--- config.mk ---
export PLATFORM = sky130hd
export DESIGN_NAME = hex_calc_core
export DESIGN_NICKNAME = d
export VERILOG_FILES = /design/src/rtl/hex_calc_core.sv
export SDC_FILE = /design/constraint.sdc
export NUM_CORES = 1
export LEC_CHECK = 0
export CELL_PAD_IN_SITES_DETAIL_PLACEMENT = 1
export CELL_PAD_IN_SITES_GLOBAL_PLACEMENT = 1
export CORE_MARGIN = 8
export CORE_UTILIZATION = 48
export CTS_CLUSTER_DIAMETER = 30
export DETAILED_ROUTE_END_ITERATION = 7
export GPL_ROUTABILITY_DRIVEN = 0
export PLACE_DENSITY = 0.81
export SLEW_MARGIN = 20
export SYNTH_ARGS = -nofsm -noshare
export SYNTH_HDL_FRONTEND = slang
export SYNTH_SLANG_ARGS = --single-unit
--- constraint.sdc ---
create_clock -name clk_i -period 4 [get_ports clk_i]
set_input_delay 0.4 -clock clk_i [delete_from_list [all_inputs] [get_ports clk_i]]
set_output_delay 0.4 -clock clk_i [all_outputs]
set_load 0.005 [all_outputs]
--- src/rtl/hex_calc_core.sv ---
// rtl/hex_calc_core.sv - parametrised unsigned hex calculator core with multi-cycle multiply/divide
module hex_calc_core #(
    parameter int NDIG = 4
) (
    input  logic              clk_i,
    input  logic              rst_i,
    input  logic              key_valid_i,
    input  logic [3:0]        key_code_i,
    output logic [4*NDIG-1:0] digits_o,
    output logic              busy_o,
    output logic              error_o,
    output logic              op_pending_o
);
    localparam int W  = 4 * NDIG;
    localparam int CW = $clog2(NDIG + 1);
    localparam int SW = $clog2(W);
    localparam logic [CW-1:0] CMAX = CW'(NDIG);
    localparam logic [SW-1:0] LAST = SW'(W - 1);
    localparam logic [1:0] S_ENTRY = 2'd0, S_EXEC = 2'd1, S_ERROR = 2'd2;
    localparam logic [3:0] K_ADD = 4'hA, K_SUB = 4'hB, K_MUL = 4'hC, K_DIV = 4'hD,
                           K_EQ = 4'hE, K_CLR = 4'hF;

    logic [1:0]    state_q, state_d;
    logic [W-1:0]  digits_q, digits_d, acc_q, acc_d, opnd_q, opnd_d;
    logic [W-1:0]  hi_q, hi_d, lo_q, lo_d;
    logic [CW-1:0] cnt_q, cnt_d;
    logic [SW-1:0] step_q, step_d;
    logic [3:0]    op_q, op_d, nop_q, nop_d;
    logic          fresh_q, fresh_d, bdig_q, bdig_d;

    logic [W:0]    add_full, sub_full, mul_sum, div_rs;
    logic [W-1:0]  div_sub, nhi, nlo, ent_digits, fin_res;
    logic [CW-1:0] ent_cnt;
    logic          div_ge, do_eval, fin_ok, fin_err;
    logic [3:0]    eval_nop, fin_nop;

    assign add_full   = {1'b0, acc_q} + {1'b0, digits_q};
    assign sub_full   = {1'b0, acc_q} - {1'b0, digits_q};
    assign mul_sum    = {1'b0, hi_q} + (lo_q[0] ? {1'b0, opnd_q} : '0);
    assign div_rs     = {hi_q, lo_q[W-1]};
    assign div_ge     = div_rs >= {1'b0, opnd_q};
    assign div_sub    = div_rs[W-1:0] - opnd_q;
    assign ent_digits = fresh_q ? '0 : digits_q;
    assign ent_cnt    = fresh_q ? '0 : cnt_q;

    // One iteration: add-then-shift-right multiply, or restoring divide with quotient in lo
    always_comb begin
        nhi = hi_q;
        nlo = lo_q;
        if (op_q == K_MUL) begin
            nhi = mul_sum[W:1];
            nlo = {mul_sum[0], lo_q[W-1:1]};
        end else if (div_ge) begin
            nhi = div_sub;
            nlo = {lo_q[W-2:0], 1'b1};
        end else begin
            nhi = div_rs[W-1:0];
            nlo = {lo_q[W-2:0], 1'b0};
        end
    end

    always_comb begin
        state_d = state_q;  digits_d = digits_q; acc_d = acc_q;   opnd_d = opnd_q;
        hi_d    = hi_q;     lo_d     = lo_q;     cnt_d = cnt_q;   step_d = step_q;
        op_d    = op_q;     nop_d    = nop_q;    fresh_d = fresh_q; bdig_d = bdig_q;
        do_eval = 1'b0;     eval_nop = '0;       fin_ok = 1'b0;   fin_err = 1'b0;
        fin_res = '0;       fin_nop  = '0;
        case (state_q)
            S_ENTRY, S_ERROR: begin
                if (key_valid_i && key_code_i == K_CLR) begin
                    state_d = S_ENTRY; digits_d = '0; acc_d = '0; cnt_d = '0;
                    op_d = '0; fresh_d = 1'b0; bdig_d = 1'b0;
                end else if (key_valid_i && state_q == S_ENTRY) begin
                    if (key_code_i <= 4'd9) begin
                        fresh_d = 1'b0;
                        bdig_d  = 1'b1;
                        digits_d = ent_digits;
                        cnt_d    = ent_cnt;
                        if (!(ent_cnt == '0 && key_code_i == 4'd0) && ent_cnt < CMAX) begin
                            digits_d = {ent_digits[W-5:0], key_code_i};
                            cnt_d    = ent_cnt + CW'(1);
                        end
                    end else if (key_code_i <= K_DIV) begin
                        if (op_q == '0) begin
                            acc_d = digits_q; op_d = key_code_i; cnt_d = '0;
                            fresh_d = 1'b1; bdig_d = 1'b0;
                        end else if (!bdig_q) begin
                            op_d = key_code_i;
                        end else begin
                            do_eval = 1'b1; eval_nop = key_code_i;
                        end
                    end else if (op_q != '0) begin
                        do_eval = 1'b1;
                    end
                end
            end
            S_EXEC: begin
                hi_d   = nhi;
                lo_d   = nlo;
                step_d = step_q + SW'(1);
                if (step_q == LAST) begin
                    fin_nop = nop_q;
                    if (op_q == K_MUL && nhi != '0) begin
                        fin_err = 1'b1;
                    end else begin
                        fin_ok = 1'b1; fin_res = nlo;
                    end
                end
            end
            default: state_d = S_ENTRY;
        endcase

        if (do_eval) begin
            fin_nop = eval_nop;
            case (op_q)
                K_ADD: begin
                    fin_err = add_full[W]; fin_ok = !add_full[W]; fin_res = add_full[W-1:0];
                end
                K_SUB: begin
                    fin_err = sub_full[W]; fin_ok = !sub_full[W]; fin_res = sub_full[W-1:0];
                end
                K_MUL: begin
                    state_d = S_EXEC; opnd_d = acc_q; hi_d = '0; lo_d = digits_q;
                    step_d = '0; nop_d = eval_nop;
                end
                default: begin
                    if (digits_q == '0) begin
                        fin_err = 1'b1;
                    end else begin
                        state_d = S_EXEC; opnd_d = digits_q; hi_d = '0; lo_d = acc_q;
                        step_d = '0; nop_d = eval_nop;
                    end
                end
            endcase
        end

        if (fin_err) begin
            state_d = S_ERROR; op_d = '0; cnt_d = '0; fresh_d = 1'b0; bdig_d = 1'b0;
        end else if (fin_ok) begin
            state_d = S_ENTRY; digits_d = fin_res; acc_d = fin_res; op_d = fin_nop;
            cnt_d = '0; fresh_d = 1'b1; bdig_d = 1'b0;
        end
    end

    always_ff @(posedge clk_i or posedge rst_i) begin
        if (rst_i) begin
            state_q <= S_ENTRY; digits_q <= '0; acc_q <= '0; opnd_q <= '0;
            hi_q    <= '0;      lo_q     <= '0; cnt_q <= '0; step_q <= '0;
            op_q    <= '0;      nop_q    <= '0; fresh_q <= 1'b0; bdig_q <= 1'b0;
        end else begin
            state_q <= state_d; digits_q <= digits_d; acc_q <= acc_d; opnd_q <= opnd_d;
            hi_q    <= hi_d;    lo_q     <= lo_d;     cnt_q <= cnt_d; step_q <= step_d;
            op_q    <= op_d;    nop_q    <= nop_d;    fresh_q <= fresh_d; bdig_q <= bdig_d;
        end
    end

    assign error_o      = (state_q == S_ERROR);
    assign busy_o       = (state_q == S_EXEC);
    assign digits_o     = error_o ? '1 : digits_q;
    assign op_pending_o = (op_q != '0) && !error_o;
endmodule

==> results.sh <==
export IMPL_timing_fmax_mhz=257
export IMPL_fp_dieH_microns=152
export IMPL_powerDensity_nw_per_um2=972
export IMPL_cts_root_buffer="clkbuf_16"
export IMPL_syn_cell_area_sq_um=8890
export IMPL_groute_usage_overall=0.269
export IMPL_postCtsHoldBufs=0
export IMPL_synth_top_area_share=0.279
export IMPL_detailed_place_hpwl_microns=23000
export IMPL_fin_worst_skew_ns=0.0112
export IMPL_syn2layout_area_growth_pct=12.6
export IMPL_postSynthCellCount=1141
export IMPL_firstDrtPassIters=8
export IMPL_design_core_area_sq_um=18100
export IMPL_min_period_over_period=0.974
export IMPL_fillers=2215
export IMPL_vias_per_cell=6.44
export IMPL_relSlewSlack=0.407
export IMPL_ys_seq_elements=99
export IMPL_placed_cell_area_sq_um=9580
export IMPL_port_buffers=25
export IMPL_cap_viol_max_count=0
export IMPL_cp_end_kind="flop"
export IMPL_instances_no_fill=1397
export IMPL_n_antenna_cell=0
export IMPL_die_area_sq_um=23100
export IMPL_drive_above_1_share=0.0933
export IMPL_clock_latency_ns=0.35
export IMPL_cts_tree="built"
export IMPL_drc=1
export IMPL_grt_pass1_vias=9334
export IMPL_cts_htree_levels=3
export IMPL_worstHoldPathType="flop to flop"
export IMPL_crit_slowest_cell="fa_1"
export IMPL_reg2reg_depth=16
export IMPL_grt_pass1_wl_microns=51200
export IMPL_cts_buffers=9
export IMPL_status="finished, violations left"
export IMPL_ir_drop_mv=0.388
export IMPL_yosysMostFrequentCell="nand2_1"
export IMPL_finalNetCount=1241
export IMPL_initial_core_util=0.492
export IMPL_grt_overflow=0
export IMPL_synth_top_area_cell="dfrtp_1"
export IMPL_crit_top_cell="inv_1"
export IMPL_die_w_microns=152
export IMPL_rows=49
export IMPL_placedCellCount=1381
export IMPL_clockBufferDepth=2
export IMPL_path_cells="inv_1, ha_1, inv_1, fa_1, a211oi_4, nor4_1, a311oi_2, o21bai_1, xor2_1, mux2_2, mux2i_2, o2111ai_4, nor3_4, buf_12, a222oi_1, mux2i_1"
export IMPL_cts_sinks=99
export IMPL_antenna_found_initial=0
export IMPL_grt_max_degree=71
export IMPL_syn_area_per_cell_sq_um=7.79
export IMPL_fin_setup_tns_ns=0
export IMPL_synthArstFlopShare=1.00
export IMPL_crit_fanout=15
export IMPL_ys_top_cells_by_count="nand2_1 (179), a21oi_1 (100), dfrtp_1 (99), nor2_1 (87), ha_1 (67)"
export IMPL_total_leakage_power_nw=4.55
export IMPL_stdcell_area_sq_um=10000
export IMPL_wl_per_cell_microns=22.4
export IMPL_routed_via_count=9002
export IMPL_worstPathRequired_ns=4.25
export IMPL_cts_setup_buffers=0
export IMPL_clkTransAtPathRegs_ns=0.08
export IMPL_crit_arrival_ns=4.15
export IMPL_hold_viol_final=0
export IMPL_tightest_slew_ns=0.889
export IMPL_yosysSeqAreaShare=0.279
export IMPL_ios=26
export IMPL_finalPower_mw=9.73
export IMPL_synthTopCellsByArea="dfrtp_1 (28%), ha_1 (9.4%), nand2_1 (7.6%)"
export IMPL_post_route_min_period_ns=3.90
export IMPL_start_kind="flop"
export IMPL_yosysUniqueCellTypes=72
export IMPL_postRouteAntennaNets=0
export IMPL_r2r_start="lo_q[15]"
export IMPL_critical_path_class="flop to flop"
export IMPL_drt_wl_total_microns=31300
export IMPL_hold_path_startpoint="nop_q[1]"
export IMPL_yosysWarningCount=0
export IMPL_ys_flop_type="dfrtp_1"
export IMPL_drt_iter0_drc=814
export IMPL_postSynthNetCount=1219
export IMPL_setup_viol=0
export IMPL_slowest_delay_ns=0.43
export IMPL_synth_edff_count=0
export IMPL_failed_checks="design-rule violations"
export IMPL_startpoint="lo_q[15]"
export IMPL_hold_depth=2
export IMPL_drv_slew=0
==> worst max-delay path: cells and delay by family (launching register included) <==
family                     cells  cell delay [ns]
DFF                            1             0.38
AOI/OAI and AO/OA              5             1.17
xor gates and xnor gates       1             0.15
and+or+nand+nor                2             0.38
adders and majority gates      2             0.60
buffers and inverters          3             0.30
muxes                          3             0.79
==> path summary, 6_finish.rpt <==
kind                                     to  slack [ns]
max in group asynchronous          acc_q[2]        2.60
min in group asynchronous         step_q[3]        0.58
worst min-delay path               nop_q[1]        0.49
worst min register to register     nop_q[1]        0.49
worst max-delay path            digits_q[2]        0.10
worst max register to register  digits_q[2]        0.10
==> per-stage QoR <==
stage / hold WS, ns / setup WS, ns / util
2_1_floorplan: 0.439 / 0.383 / -
3_3_place_gp: 0.462 / -0.0367 / 0.530
3_5_place_dp: 0.465 / -0.169 / 0.530
4_1_cts: 0.489 / 0.0204 / 0.549
5_1_grt: 0.523 / -0.00901 / 0.553
6_report: 0.494 / 0.104 / 0.553
==> power breakdown <==
part	switching (mW)	leakage [nW]	internal (mW)
Sequential	0.546	1.27	1.41
Combinational	4.03	3.11	2.76
Clock	0.412	0.164	0.573
Total	4.99	4.55	4.74
==> cells in the final DEF, fill, tap and decap left out, types with 9 or more instances in the layout <==
| master | n |
|---|---|
| nand3_1 | 18 |
| a21oi_1 | 96 |
| nand4_1 | 12 |
| a211oi_1 | 16 |
| inv_1 | 58 |
| xnor2_1 | 25 |
| nor3_1 | 15 |
| nand2_1 | 179 |
| a21o_1 | 15 |
| o21ai_0 | 52 |
| nand2b_1 | 21 |
| dfrtp_1 | 99 |
| nor2_1 | 86 |
| and2_1 | 21 |
| a22oi_1 | 38 |
| ha_1 | 63 |
| clkbuf_16 | 9 |
| o22ai_1 | 18 |
| xor2_1 | 16 |
| mux2i_1 | 32 |
| a31oi_1 | 24 |
| o211ai_1 | 14 |
| buf_4 | 47 |
| o21ai_1 | 9 |
| a222oi_1 | 11 |
| clkdlybuf4s50_1 | 25 |
| nor4_1 | 10 |
==> timing repair <==
action / in CTS / in global routing
pin swaps: 0 / 4
resized for setup: 3 / 21
endpoints found under the hold margin: 0 / 0
endpoints found under the setup margin: 38 / 38
cloned: 0 / 0
==> per-layer routing <==
metal,up-vias,track usage,wire length (microns)
met5,-,0,0
met4,0,0.0900,842
met3,58,0.0318,1590
met2,312,0.442,14700
met1,4474,0.361,14100
li1,4158,-,-
==> cell families (layout without fill, tap and decap cells) <==
logic type | Yosys count | after routing | share of synthesized area
simple gates | 411 | 411 | 0.214
buf+inv | 125 | 152 | 0.0588
compound gates | 354 | 354 | 0.259
fa+ha+maj | 72 | 72 | 0.104
mux | 39 | 39 | 0.0445
flops | 99 | 99 | 0.279
xor+xnor | 41 | 41 | 0.0404
==> state kept, by name, summed over array words and instances, names as in the netlist <==
name	flops
digits_q	16
opnd_q	16
cnt_q	3
lo_q	16
nop_q	4
op_q	4
hi_q	16
fresh_q	1
acc_q	16
bdig_q	1
step_q	4
state_q	2
==> cell type report <==
cell class              instances  area [sq um]  share of cell area
flip-flops and latches         99          2480               0.248
repair buffers                 76           683              0.0683
clock buffers                  10           239              0.0239
clock inverters                 6          95.1             0.00950
well taps                     229           287              0.0286
inverters                      60           228              0.0228
multi-input cells             917          6000               0.599
No activity file was read; power rests on OpenSTA's default activity.
